## src/rtl/cpu_pkg.sv

```systemverilog
// Shared definitions for the parametrised accumulator CPU: opcodes,
// controller states and flag bit positions.
package cpu_pkg;

  localparam logic [3:0] OP_ADD  = 4'h0;
  localparam logic [3:0] OP_SUB  = 4'h1;
  localparam logic [3:0] OP_XCHG = 4'h2;
  localparam logic [3:0] OP_MOV  = 4'h3;
  localparam logic [3:0] OP_SHR  = 4'h4;
  localparam logic [3:0] OP_IN   = 4'h5;
  localparam logic [3:0] OP_OUT  = 4'h6;
  localparam logic [3:0] OP_AND  = 4'h7;
  localparam logic [3:0] OP_CLRF = 4'h8;
  localparam logic [3:0] OP_OR   = 4'h9;
  localparam logic [3:0] OP_XOR  = 4'hA;
  localparam logic [3:0] OP_PUSH = 4'hB;
  localparam logic [3:0] OP_POP  = 4'hC;
  localparam logic [3:0] OP_SHL  = 4'hD;
  localparam logic [3:0] OP_NOT  = 4'hE;
  localparam logic [3:0] OP_HLT  = 4'hF;

  typedef enum logic [1:0] {
    ST_IDLE,
    ST_EXEC,
    ST_XCHG2,
    ST_HALT
  } state_t;

  localparam int FLAG_C = 0;
  localparam int FLAG_Z = 1;
  localparam int FLAG_S = 2;

endpackage

```

## src/rtl/cpu_alu.sv

```systemverilog
// Combinational arithmetic/logic unit; ops it does not know pass m through.
module cpu_alu
  import cpu_pkg::*;
#(
  parameter int DW = 8
) (
  input  logic [DW-1:0] m,
  input  logic [DW-1:0] operand,
  input  logic [3:0]    opcode,
  output logic [DW-1:0] r,
  output logic          carry,
  output logic          sign
);

  always_comb begin
    r     = m;
    carry = 1'b0;
    case (opcode)
      OP_ADD:  {carry, r} = {1'b0, m} + {1'b0, operand};
      OP_SUB:  begin r = m - operand; carry = (m < operand); end
      OP_SHR:  begin r = {1'b0, m[DW-1:1]}; carry = m[0]; end
      OP_SHL:  begin r = {m[DW-2:0], 1'b0}; carry = m[DW-1]; end
      OP_AND:  r = m & operand;
      OP_OR:   r = m | operand;
      OP_XOR:  r = m ^ operand;
      OP_NOT:  r = ~m;
      OP_IN:   r = operand;
      default: ;
    endcase
  end

  assign sign = r[DW-1];

endmodule

```

## src/rtl/param_cpu.sv

```systemverilog
// Accumulator CPU executing one handshaked instruction at a time against a
// register memory and a descending hardware stack, with sticky halt.
module param_cpu
  import cpu_pkg::*;
#(
  parameter int DW = 8,
  parameter int AW = 4,
  parameter int SD = 16
) (
  input  logic          clk,
  input  logic          rst,
  input  logic          instr_valid,
  output logic          instr_ready,
  input  logic [3:0]    opcode,
  input  logic [AW-1:0] address,
  input  logic [DW-1:0] myinput,
  output logic [DW-1:0] myoutput,
  output logic          out_valid,
  output logic          hlt,
  output logic          s_flag,
  output logic          z_flag,
  output logic          c_flag,
  output logic          stk_err
);

  localparam int DEPTH = 2 ** AW;
  localparam int SIW   = $clog2(SD);
  localparam int SPW   = SIW + 1;

  state_t state_reg, state_next;

  logic [3:0]    op_reg;
  logic [AW-1:0] addr_reg;
  logic [DW-1:0] operand_reg;
  logic [DW-1:0] hold_reg;
  logic [DW-1:0] mem_reg [DEPTH];
  logic [DW-1:0] stk_reg [SD];
  logic [SPW-1:0] sp_reg;
  logic [2:0]    flags_reg;
  logic [DW-1:0] out_reg;
  logic          out_valid_reg, hlt_reg, stk_err_reg;

  logic          accept;
  logic [AW-1:0] addr1;
  logic [DW-1:0] m, m1;
  logic [SPW-1:0] sp_dec;
  logic [SIW-1:0] push_idx, pop_idx;
  logic          sp_full, sp_empty;
  logic [DW-1:0] alu_r;
  logic          alu_c, alu_s;

  logic [DW-1:0] res;
  logic          wr_en, res_en, c_en, c_val, s_en, s_val;
  logic          push_en, pop_en, err_set, clr_en;

  assign instr_ready = (state_reg == ST_IDLE);
  assign accept      = instr_valid && instr_ready;
  assign addr1       = addr_reg + AW'(1);
  assign m           = mem_reg[addr_reg];
  assign m1          = mem_reg[addr1];
  // sp counts down from SD; sp==0 means every slot is occupied
  assign sp_dec      = sp_reg - SPW'(1);
  assign push_idx    = sp_dec[SIW-1:0];
  assign pop_idx     = sp_reg[SIW-1:0];
  assign sp_full     = (sp_reg == '0);
  assign sp_empty    = (sp_reg == SPW'(SD));

  cpu_alu #(.DW(DW)) u_alu (
    .m       (m),
    .operand (operand_reg),
    .opcode  (op_reg),
    .r       (alu_r),
    .carry   (alu_c),
    .sign    (alu_s)
  );

  always_comb begin
    res     = alu_r;
    wr_en   = 1'b0;
    res_en  = 1'b0;
    c_en    = 1'b0;
    c_val   = alu_c;
    s_en    = 1'b0;
    s_val   = 1'b0;
    push_en = 1'b0;
    pop_en  = 1'b0;
    err_set = 1'b0;
    clr_en  = 1'b0;
    case (op_reg)
      OP_ADD, OP_SHR, OP_SHL: begin wr_en = 1'b1; res_en = 1'b1; c_en = 1'b1; end
      OP_SUB: begin
        wr_en = 1'b1; res_en = 1'b1; c_en = 1'b1; s_en = 1'b1; s_val = alu_s;
      end
      OP_AND, OP_OR, OP_XOR: begin
        wr_en = 1'b1; res_en = 1'b1; c_en = 1'b1; c_val = 1'b0; s_en = 1'b1;
      end
      OP_NOT:  begin wr_en = 1'b1; res_en = 1'b1; s_en = 1'b1; end
      OP_IN:   begin wr_en = 1'b1; res_en = 1'b1; end
      OP_OUT:  begin res = m; res_en = 1'b1; end
      OP_MOV:  begin res = mem_reg[0]; wr_en = 1'b1; res_en = 1'b1; end
      OP_XCHG: begin res = m1; wr_en = 1'b1; res_en = 1'b1; end
      OP_CLRF: begin res = m; clr_en = 1'b1; end
      OP_PUSH: begin
        res = m;
        if (sp_full) err_set = 1'b1;
        else begin push_en = 1'b1; res_en = 1'b1; end
      end
      OP_POP: begin
        res = stk_reg[pop_idx];
        if (sp_empty) err_set = 1'b1;
        else begin pop_en = 1'b1; wr_en = 1'b1; res_en = 1'b1; end
      end
      default: ;
    endcase
  end

  always_comb begin
    state_next = state_reg;
    case (state_reg)
      ST_IDLE:  if (accept) state_next = (opcode == OP_HLT) ? ST_HALT : ST_EXEC;
      ST_EXEC:  state_next = (op_reg == OP_XCHG) ? ST_XCHG2 : ST_IDLE;
      ST_XCHG2: state_next = ST_IDLE;
      ST_HALT:  state_next = ST_HALT;
      default:  state_next = ST_IDLE;
    endcase
  end

  always_ff @(posedge clk) begin
    if (!rst) state_reg <= ST_IDLE;
    else      state_reg <= state_next;
  end

  always_ff @(posedge clk) begin
    if (!rst) begin
      for (int i = 0; i < DEPTH; i++) mem_reg[i] <= DW'(i);
      for (int i = 0; i < SD; i++) stk_reg[i] <= '0;
      sp_reg        <= SPW'(SD);
      op_reg        <= '0;
      addr_reg      <= '0;
      operand_reg   <= '0;
      hold_reg      <= '0;
      flags_reg     <= '0;
      out_reg       <= '0;
      out_valid_reg <= 1'b0;
      hlt_reg       <= 1'b0;
      stk_err_reg   <= 1'b0;
    end else begin
      out_valid_reg <= 1'b0;
      case (state_reg)
        ST_IDLE: begin
          if (accept) begin
            op_reg      <= opcode;
            addr_reg    <= address;
            operand_reg <= myinput;
            if (opcode == OP_HLT) begin
              hlt_reg       <= 1'b1;
              out_valid_reg <= 1'b1;
            end
          end
        end
        ST_EXEC: begin
          hold_reg <= m;
          if (wr_en) mem_reg[addr_reg] <= res;
          if (res_en) begin
            out_reg           <= res;
            flags_reg[FLAG_Z] <= (res == '0);
          end
          if (c_en) flags_reg[FLAG_C] <= c_val;
          if (s_en) flags_reg[FLAG_S] <= s_val;
          if (push_en) begin
            stk_reg[push_idx] <= m;
            sp_reg            <= sp_dec;
          end
          if (pop_en) sp_reg <= sp_reg + SPW'(1);
          if (err_set) stk_err_reg <= 1'b1;
          if (clr_en) begin
            flags_reg   <= '0;
            stk_err_reg <= 1'b0;
            out_reg     <= res;
          end
          if (op_reg != OP_XCHG) out_valid_reg <= 1'b1;
        end
        ST_XCHG2: begin
          mem_reg[addr1] <= hold_reg;
          out_valid_reg  <= 1'b1;
        end
        default: ;
      endcase
    end
  end

  assign myoutput  = out_reg;
  assign out_valid = out_valid_reg;
  assign hlt       = hlt_reg;
  assign stk_err   = stk_err_reg;
  assign s_flag    = flags_reg[FLAG_S];
  assign z_flag    = flags_reg[FLAG_Z];
  assign c_flag    = flags_reg[FLAG_C];

endmodule

```

## config.mk

```make
export PLATFORM = sky130hd
export DESIGN_NAME = param_cpu
export DESIGN_NICKNAME = d
export VERILOG_FILES = /design/src/rtl/cpu_pkg.sv /design/src/rtl/cpu_alu.sv /design/src/rtl/param_cpu.sv
export SDC_FILE = /design/constraint.sdc
export NUM_CORES = 1
export LEC_CHECK = 0
export CAP_MARGIN = 5
export CORE_UTILIZATION = 40
export CTS_CLUSTER_SIZE = 28
export DETAILED_ROUTE_END_ITERATION = 10
export GPL_ROUTABILITY_DRIVEN = 0
export HOLD_SLACK_MARGIN = 0.02
export SLEW_MARGIN = 20
export SYNTH_ARGS = -nofsm -noshare
export SYNTH_HDL_FRONTEND = slang
export SYNTH_SLANG_ARGS = --single-unit
export TNS_END_PERCENT = 10
```

## constraint.sdc

```tcl
create_clock -name clk -period 10.25 [get_ports clk]
set_clock_uncertainty 0.1 [all_clocks]
set_input_delay 2.05 -clock clk [delete_from_list [all_inputs] [get_ports clk]]
set_output_delay 2.05 -clock clk [all_outputs]
set_load 0.005 [all_outputs]
```

==> impl_metrics.py, run 1 <==
metrics = {
    "outcome": {
        "status": "complete, no violations",
    },
    "floorplan": {
        "num_rows": 75,
        "initial_core_util": 0.405,
        "die_w_um": 208,
        "ios": 34,
        "coreArea_sq_um": 41900,
        "dieArea_sq_um": 43300,
        "die_h_um": 208,
    },
    "final_layout": {
        "syn_to_final_growth_pct": 11.2,
        "nets": 1530,
        "drive_above_1_share": 0.149,
        "fin_util": 0.451,
        "diodes": 0,
    },
    "power": {
        "seqPwrFrac": 0.423,
        "leakage_nw": 6.45,
        "power.density_nw_per_um2": 180,
        "p_sw_mw": 1.04,
        "pwr-share-clk": 0.374,
        "ir_worst_vdd_mv": 0.117,
        "swShare": 0.304,
        "p_comb_frac": 0.202,
        "p_int_mw": 2.37,
    },
    "critical_path": {
        "criticalPathCategory": "reg2reg",
        "reg2reg_depth": 13,
        "cp-start-kind": "flip-flop",
        "crit_required_ps": 10400,
        "endpoint_kind": "flip-flop",
        "cp_max_fo": 42,
        "cp_data_arrival_time_ps": 6030,
    },
    "synthesis": {
        "synth_top_area_share": 0.452,
        "synth_seq_cells": 309,
        "syn_area_sq_um": 17000,
        "synth_compound_area_frac": 0.0960,
        "syn-num-nets": 1532,
        "synthCells": 1475,
        "synth.area.top_cells": "edfxtp_1 45%, mux4_2 13%, nor2_1 6.4%, dfxtp_1 6.2%, nand2_1 3.3%",
        "yosys_warnings": 0,
        "synth-simple-area-share": 0.148,
        "synth_top_family_by_area": "multiplexers",
        "synth-edff-count": 256,
        "yosysUniqueCellTypes": 87,
        "synthArstFlopShare": 0,
        "seq_area_frac_synth": 0.515,
        "synthAdderAreaFrac": 0.0288,
        "ys.flop_type": "edfxtp_1",
        "avgSynthCellArea_sq_um": 11.5,
        "synth_top_area_cell": "edfxtp_1",
        "synth_mux_area_frac": 0.166,
        "synth_xor_area_frac": 0.00618,
    },
    "global_routing": {
        "antenna_found_initial": 0,
        "track_usage": 0.233,
        "grt.overflow.total": 0,
        "grt_max_degree": 60,
        "grt_pass1_wl_um": 75800,
        "grt_pass1_vias": 12100,
    },
    "cts": {
        "clock_latency_ps": 540,
        "cts_hold_buf": 0,
        "clkTransAtPathRegs_ps": 60,
        "cts_tree": "done",
        "post-cts-setup-buffer-count": 0,
        "cts-buffers-inserted": 36,
        "cts_resized": 0,
        "htree_levels": 2,
        "cts_root_buffer": "clkbuf_16",
        "clk_path_buf_depth": 3,
        "cts_sinks": 309,
    },
    "sta": {
        "fin_ws_ps": 4370,
        "setup_tns_ps": 0,
        "hold_violations": 0,
        "slew_viol_final": 0,
        "final.period_utilization": 0.574,
        "worstMarginPinSlew_ps": 1130,
        "setup-violations-final": 0,
        "fmax_ghz": 0.170,
        "period_needed_ps": 5880,
        "relSlewSlack": 0.249,
        "rsz0062_at_grt": "no",
    },
    "run": {
        "max_cap_viol_count": 0,
    },
    "drt": {
        "antenna_left": 0,
        "wirelength_um": 50200,
        "dr.first_iter.drc_count": 1440,
        "drc_errors": 0,
        "vias": 12500,
        "viasPerCell": 6.12,
        "routedWlPerCell_um": 24.6,
        "drt_pre_antenna_iters": 6,
    },
    "hold_path": {
        "whs_path_depth": 2,
        "min_path_type": "reg2reg",
    },
    "place": {
        "io_buffers": 33,
        "place_ws_ps": 4380,
        "dpl.hpwl_um": 34400,
    },
}
[power by group through the flow]
stage,sequential (mW),combinational [mW],clock [mW]
global route,1.45,0.728,1.34
global placement,1.47,0.670,0
finish,1.44,0.690,1.28
CTS,1.44,0.675,1.29
floorplan,1.45,0.460,0
detailed placement,1.47,0.672,0
[layout by cell type (no fill, tap or decap), drive strengths merged, types with 30 or more instances in the layout]
cell type and n:
nand3 66, nor2 292, mux2i 51, o21ai 30
edfxtp 256, mux4 96, inv 48, clkdlybuf4s50 32
dfxtp 53, ha 36, clkbuf 42, nand2 149
a21oi 42
[worst max-delay path, cell delays in order, from the launching register on]
cell and delay, ps:
dfxtp_2 310, buf_4 590, mux4_2 610, a22oi_1 170
and2_1 800, ha_1 490, nor3b_1 190, a32o_1 220
a211o_1 260, a2111o_1 410, a2111oi_2 390, o211ai_2 200
mux2i_4 690, nor2_1 90
[per-stage QoR]
stage | cell area, sq um | instances | hold WS (ps) | power (mW)
floorplan | 17000 | 1475 | 354 | 1.91
global placement | 17700 | 1974 | 356 | 2.14
detailed placement | 17700 | 1974 | 369 | 2.14
CTS | 18900 | 2039 | 387 | 3.41
global route | 18900 | 2039 | 401 | 3.51
finish | 18900 | 2039 | 382 | 3.41
[per-layer routing]
metal | up-vias | routed length [um] | GRT usage
met5 | - | 0 | 0
met2 | 728 | 22500 | 0.357
li1 | 5490 | - | -
met3 | 138 | 4630 | 0.0445
met1 | 6114 | 20700 | 0.323
met4 | 0 | 2300 | 0.103
[cells by family (layout without fill, tap and decap cells)]
group | count (synthesis) | after routing
muxes | 155 | 155
adders and majority gates | 38 | 38
DFF | 309 | 309
and+or+nand+nor | 590 | 590
buffers and inverters | 146 | 171
AOI/OAI and AO/OA | 225 | 225
xor gates and xnor gates | 12 | 12
[cells in the mapped netlist, types with 5 or more instances]
master,count
a211oi_1,14
a21boi_0,12
a21o_1,6
a21oi_1,40
a221oi_1,10
a22oi_1,8
a2bb2oi_1,5
a31oi_1,5
and2_1,9
buf_1,16
buf_2,30
buf_4,9
buf_6,6
clkbuf_1,37
dfxtp_1,53
edfxtp_1,256
ha_1,36
inv_1,41
mux2_2,7
mux2i_1,46
mux4_2,96
nand2_1,149
nand2b_1,13
nand3_1,66
nor2_1,292
nor2b_1,12
nor3_1,18
nor4_1,5
o211a_1,5
o211ai_1,8
o21ai_0,26
o21bai_1,6
o22ai_1,15
o31ai_1,8
xnor2_1,8
[final timing paths]
path               start              to  slack (ps)
min reg2reg  myoutput[1]     myoutput[1]         380
max            flip-flop  mem_reg[13][5]        4370
max reg2reg    flip-flop  mem_reg[13][5]        4370
min          myoutput[1]     myoutput[1]         380
[area by class of cell]
cell class / count / area, sq um
clock buffers: 42 / 943
clock inverters: 23 / 226
fillers: 3789 / 23000
inverters: 46 / 173
multi-input cells: 1020 / 7610
flip-flops and latches: 309 / 8750
well taps: 539 / 674
repair buffers: 60 / 528
No activity file was read; power rests on OpenSTA's default activity.
==> run 2, diff against run 1 <==
==> constraint.sdc (replaced) <==
create_clock -name clk -period 6 [get_ports clk]
set_clock_uncertainty 0.1 [all_clocks]
set_input_delay 1.2 -clock clk [delete_from_list [all_inputs] [get_ports clk]]
set_output_delay 1.2 -clock clk [all_outputs]
set_load 0.005 [all_outputs]
==> impl_metrics.py, run 2 (synthesized netlist as in run 1, its figures left out) <==
metrics = {
    "cts": {
        "cts_resized": 0,
        "clkTransAtPathRegs_ps": 60,
        "cts_sinks": 309,
        "cts_tree": "done",
        "cts_hold_buf": 0,
        "htree_levels": 2,
        "clock_latency_ps": 550,
        "cts-buffers-inserted": 35,
        "cts_root_buffer": "clkbuf_16",
        "clk_path_buf_depth": 3,
        "post-cts-setup-buffer-count": 0,
    },
    "sta": {
        "worstMarginPinSlew_ps": 1020,
        "final.period_utilization": 0.875,
        "fmax_ghz": 0.190,
        "rsz0062_at_grt": "no",
        "setup_tns_ps": 0,
        "hold_violations": 0,
        "relSlewSlack": 0.318,
        "slew_viol_final": 0,
        "period_needed_ps": 5250,
        "hold_slack_ps": 375,
        "setup-violations-final": 0,
    },
    "final_layout": {
        "nets": 1538,
        "fillCellCount": 3873,
        "multi_input_area_sq_um": 7600,
        "drive_above_1_share": 0.146,
        "fin_util": 0.451,
        "mostFrequentLayoutCells": "291 x nor2_1, 256 x edfxtp_1, 149 x nand2_1, 96 x mux4_2, 66 x nand3_1",
        "syn_to_final_growth_pct": 11.2,
        "diodes": 0,
        "seq_area_sq_um": 8750,
        "mostFrequentLayoutCell": "nor2_1",
    },
    "run": {
        "max_cap_viol_count": 0,
    },
    "power": {
        "power.density_nw_per_um2": 302,
        "leakage_nw": 6.44,
        "ir_worst_vdd_mv": 0.198,
    },
    "global_routing": {
        "grt.overflow.total": 0,
        "track_usage": 0.241,
        "grt_max_degree": 43,
        "grt_pass1_vias": 12100,
        "antenna_found_initial": 1,
        "grt_pass1_wl_um": 78100,
    },
    "drt": {
        "top_layer_used": "met5",
        "wirelength_um": 51700,
        "routedWlPerCell_um": 25.3,
        "vias": 12500,
        "viasPerCell": 6.12,
        "dr.first_iter.drc_count": 1420,
        "wl_met2_um": 23900,
        "drc_errors": 0,
        "drt_pre_antenna_iters": 6,
        "drt-met1-wl_um": 21000,
        "antenna_left": 0,
        "wl_met3_um": 4850,
    },
    "hold_path": {
        "min_to": "flags_reg[0]",
        "min_path_type": "reg2reg",
        "whs_path_depth": 2,
        "min_from": "flags_reg[0]",
    },
    "critical_path": {
        "rrSetupSlack_ps": 750,
        "cp_max_fo": 16,
        "cp_data_arrival_time_ps": 5410,
        "cp-start-kind": "flip-flop",
        "rr_endpoint": "mem_reg[6][5]",
        "crit_required_ps": 6160,
        "endpoint_kind": "flip-flop",
        "criticalPathCategory": "reg2reg",
        "reg2reg_depth": 14,
    },
    "floorplan": {
        "initial_core_util": 0.405,
        "dieArea_sq_um": 43300,
        "die_h_um": 208,
        "ios": 34,
        "coreArea_sq_um": 41900,
        "num_rows": 75,
        "die_w_um": 208,
    },
    "outcome": {
        "status": "complete, no violations",
    },
    "place": {
        "dpl.hpwl_um": 36200,
        "io_buffers": 33,
    },
}
## run 2: report_power, final
group / switching (mW) / total (mW) / internal [mW]
combinational: 0.771 / 1.16 / 0.388
sequential: 0.0732 / 2.48 / 2.40
clock: 0.871 / 2.08 / 1.21
## run 2: worst max-delay path, cell delays in order, from the launching register on
cell and delay, ps:
dfxtp_1 820, buf_4 340, nor2b_1 120, a221oi_1 350
o21ai_0 140, and2_1 250, ha_1 450, nor3b_1 210
a32o_1 220, a211o_1 270, a2111o_1 400, a2111oi_2 410
o211ai_2 220, mux2i_4 550, nor2_1 100
## run 2: worst max path at each step
stage / start / cells after the start / end
after detailed placement: flip-flop / 13 / mem_reg[4][5]
final: flip-flop / 14 / mem_reg[6][5]
after global routing: flip-flop / 13 / mem_reg[3][5]
after floorplan: flip-flop / 18 / mem_reg[8][3]
after global placement: flip-flop / 14 / mem_reg[8][5]
after CTS: flip-flop / 13 / mem_reg[6][5]
## run 2: per-layer routing
metal | track usage | vias up
met5 | 0 | -
met4 | 0.0935 | 2
met3 | 0.0423 | 129
met2 | 0.375 | 696
met1 | 0.335 | 6173
li1 | - | 5512
## run 2: area by class of cell
type / count / area share
clock buffers: 45 / 0.0506
clock inverters: 15 / 0.00675
inverters: 46 / 0.00913
multi-input cells: 1020 / 0.402
flip-flops and latches: 309 / 0.463
well taps: 539 / 0.0357
repair buffers: 69 / 0.0328
## run 2: metrics by stage
step                instances  cell area, sq um  power, mW  setup slack (ps)
floorplan                1475             17000       3.26              1380
global placement         1983             17800       3.64               979
detailed placement       1983             17800       3.65               834
CTS                      2043             18900       5.71               818
global route             2043             18900       5.89               496
finish                   2043             18900       5.72               748
==> run 3, diff against run 2 <==
--- a/config.mk
+++ b/config.mk
@@ -5,11 +5,9 @@
 export SDC_FILE = /design/constraint.sdc
 export NUM_CORES = 1
 export LEC_CHECK = 0
-export CAP_MARGIN = 5
 export CORE_UTILIZATION = 40
 export CTS_CLUSTER_SIZE = 28
 export DETAILED_ROUTE_END_ITERATION = 10
-export GPL_ROUTABILITY_DRIVEN = 0
 export HOLD_SLACK_MARGIN = 0.02
 export SLEW_MARGIN = 20
 export SYNTH_ARGS = -nofsm -noshare
==> constraint.sdc (replaced) <==
create_clock -name clk -period 6.52 [get_ports clk]
set_clock_uncertainty 0.1 [all_clocks]
set_input_delay 1.304 -clock clk [delete_from_list [all_inputs] [get_ports clk]]
set_output_delay 1.304 -clock clk [all_outputs]
set_load 0.005 [all_outputs]
==> impl_metrics.py, run 3 (synthesized netlist as in run 1, its figures left out) <==
metrics = {
    "outcome": {
        "status": "complete, no violations",
    },
    "cts": {
        "cts_resized": 0,
        "cts_tree": "done",
        "clk_path_buf_depth": 3,
        "clock_latency_ps": 540,
        "htree_levels": 2,
        "cts_hold_buf": 0,
        "clkTransAtPathRegs_ps": 60,
        "post-cts-setup-buffer-count": 0,
        "cts_root_buffer": "clkbuf_16",
        "cts-buffers-inserted": 36,
        "cts_sinks": 309,
    },
    "critical_path": {
        "worst-path-buf-inv": 1,
        "path_cells": "buf_4 -> mux4_2 -> a22oi_1 -> and3_1 -> ha_1 -> fa_1 -> nor3_1 -> a211o_1 -> nand4_1 -> a21oi_1 -> a2111oi_0 -> o2111ai_1 -> a31oi_1 -> mux2_2 -> nor2_1",
        "cp-start-kind": "flip-flop",
        "cp_data_arrival_time_ps": 5900,
        "critical_path.top_delay_family": "compound AO/OA/AOI/OAI gates",
        "rrSetupSlack_ps": 790,
        "cp_max_fo": 18,
        "crit_slowest_cell": "dfxtp_2",
        "slowest_delay_ps": 730,
        "endpoint_kind": "flip-flop",
        "crit_required_ps": 6700,
        "criticalPathCategory": "reg2reg",
    },
    "sta": {
        "relSlewSlack": 0.322,
        "setup-violations-final": 0,
        "hold_violations": 0,
        "fmax_ghz": 0.175,
        "rsz0062_at_grt": "no",
        "worstMarginPinSlew_ps": 1020,
        "setup_tns_ps": 0,
        "slew_viol_final": 0,
        "fin_ws_ps": 792,
        "final.period_utilization": 0.878,
        "hold_slack_ps": 380,
        "period_needed_ps": 5730,
    },
    "drt": {
        "top_layer_used": "met4",
        "drt_pre_antenna_iters": 6,
        "drc_errors": 0,
        "wl_met2_um": 23800,
        "antenna_left": 0,
        "routedWlPerCell_um": 25.5,
        "vias": 12500,
        "wl_met3_um": 4680,
        "wirelength_um": 52300,
        "dr.first_iter.drc_count": 1586,
        "drt-met1-wl_um": 21800,
        "viasPerCell": 6.09,
    },
    "global_routing": {
        "grt.overflow.total": 0,
        "grt_max_degree": 59,
        "antenna_found_initial": 0,
        "grt_pass1_wl_um": 78700,
        "grt_pass1_vias": 12300,
        "track_usage": 0.243,
    },
    "floorplan": {
        "die_w_um": 208,
        "coreArea_sq_um": 41900,
        "num_rows": 75,
        "initial_core_util": 0.405,
        "dieArea_sq_um": 43300,
        "die_h_um": 208,
        "ios": 34,
    },
    "place": {
        "place_ws_ps": 919,
        "dpl.hpwl_um": 36800,
        "gp_congestion": 0.950,
        "io_buffers": 33,
    },
    "power": {
        "leakage_nw": 6.47,
        "ir_worst_vdd_mv": 0.178,
        "power.density_nw_per_um2": 277,
    },
    "final_layout": {
        "mostFrequentLayoutCells": "291 x nor2_1, 256 x edfxtp_1, 149 x nand2_1, 96 x mux4_2, 66 x nand3_1",
        "diodes": 0,
        "nets": 1546,
        "drive_above_1_share": 0.152,
        "syn_to_final_growth_pct": 11.4,
        "mostFrequentLayoutCell": "nor2_1",
    },
    "run": {
        "max_cap_viol_count": 0,
    },
    "hold_path": {
        "min_path_type": "reg2reg",
    },
}
==> run 3: worst register-to-register path: stages, from the launching register on <==
cell and delay [ps]:
dfxtp_2 730, buf_4 350, mux4_2 550, a22oi_1 190, and3_1 680, ha_1 360, fa_1 270, nor3_1 90
a211o_1 280, nand4_1 110, a21oi_1 100, a2111oi_0 440, o2111ai_1 200, a31oi_1 410, mux2_2 520, nor2_1 100
==> run 3: worst paths after layout <==
check                     from  cells past startpoint              to
setup / recovery     flip-flop                     15  mem_reg[10][6]
hold / removal    flags_reg[2]                      2    flags_reg[2]
setup reg to reg     flip-flop                     15  mem_reg[10][6]
hold reg to reg   flags_reg[2]                      2    flags_reg[2]
==> run 3: metal layers <==
metal	global-route usage	up-vias
li1	-	5533
met3	0.0489	115
met4	0.0960	0
met5	0	-
met2	0.379	665
met1	0.333	6212
==> run 3: power breakdown <==
part           leakage, nW  switching [mW]  internal, mW
logic                 2.97           0.697         0.356
clock network        0.534           0.822          1.10
registers             2.97          0.0651          2.21
==> run 3: metrics by stage <==
| step | cell area, sq um | std cells | utilization | total power [mW] |
|---|---|---|---|---|
| global placement | 17800 | 1990 | 0.425 | 3.34 |
| detailed placement | 17800 | 1990 | 0.425 | 3.35 |
| CTS | 18900 | 2056 | 0.452 | 5.25 |
| global route | 18900 | 2056 | 0.452 | 5.41 |
| finish | 18900 | 2056 | 0.452 | 5.25 |
| floorplan | 17000 | 1475 | - | 3.00 |
==> run 3: cell type report <==
class,count,area (sq um)
tap,539,674
inverter,46,173
multi-input combinational,1020,7600
sequential,309,8750
clock buffer,47,973
timing repair buffer,76,648
clock inverter,19,128
fill,3834,23000
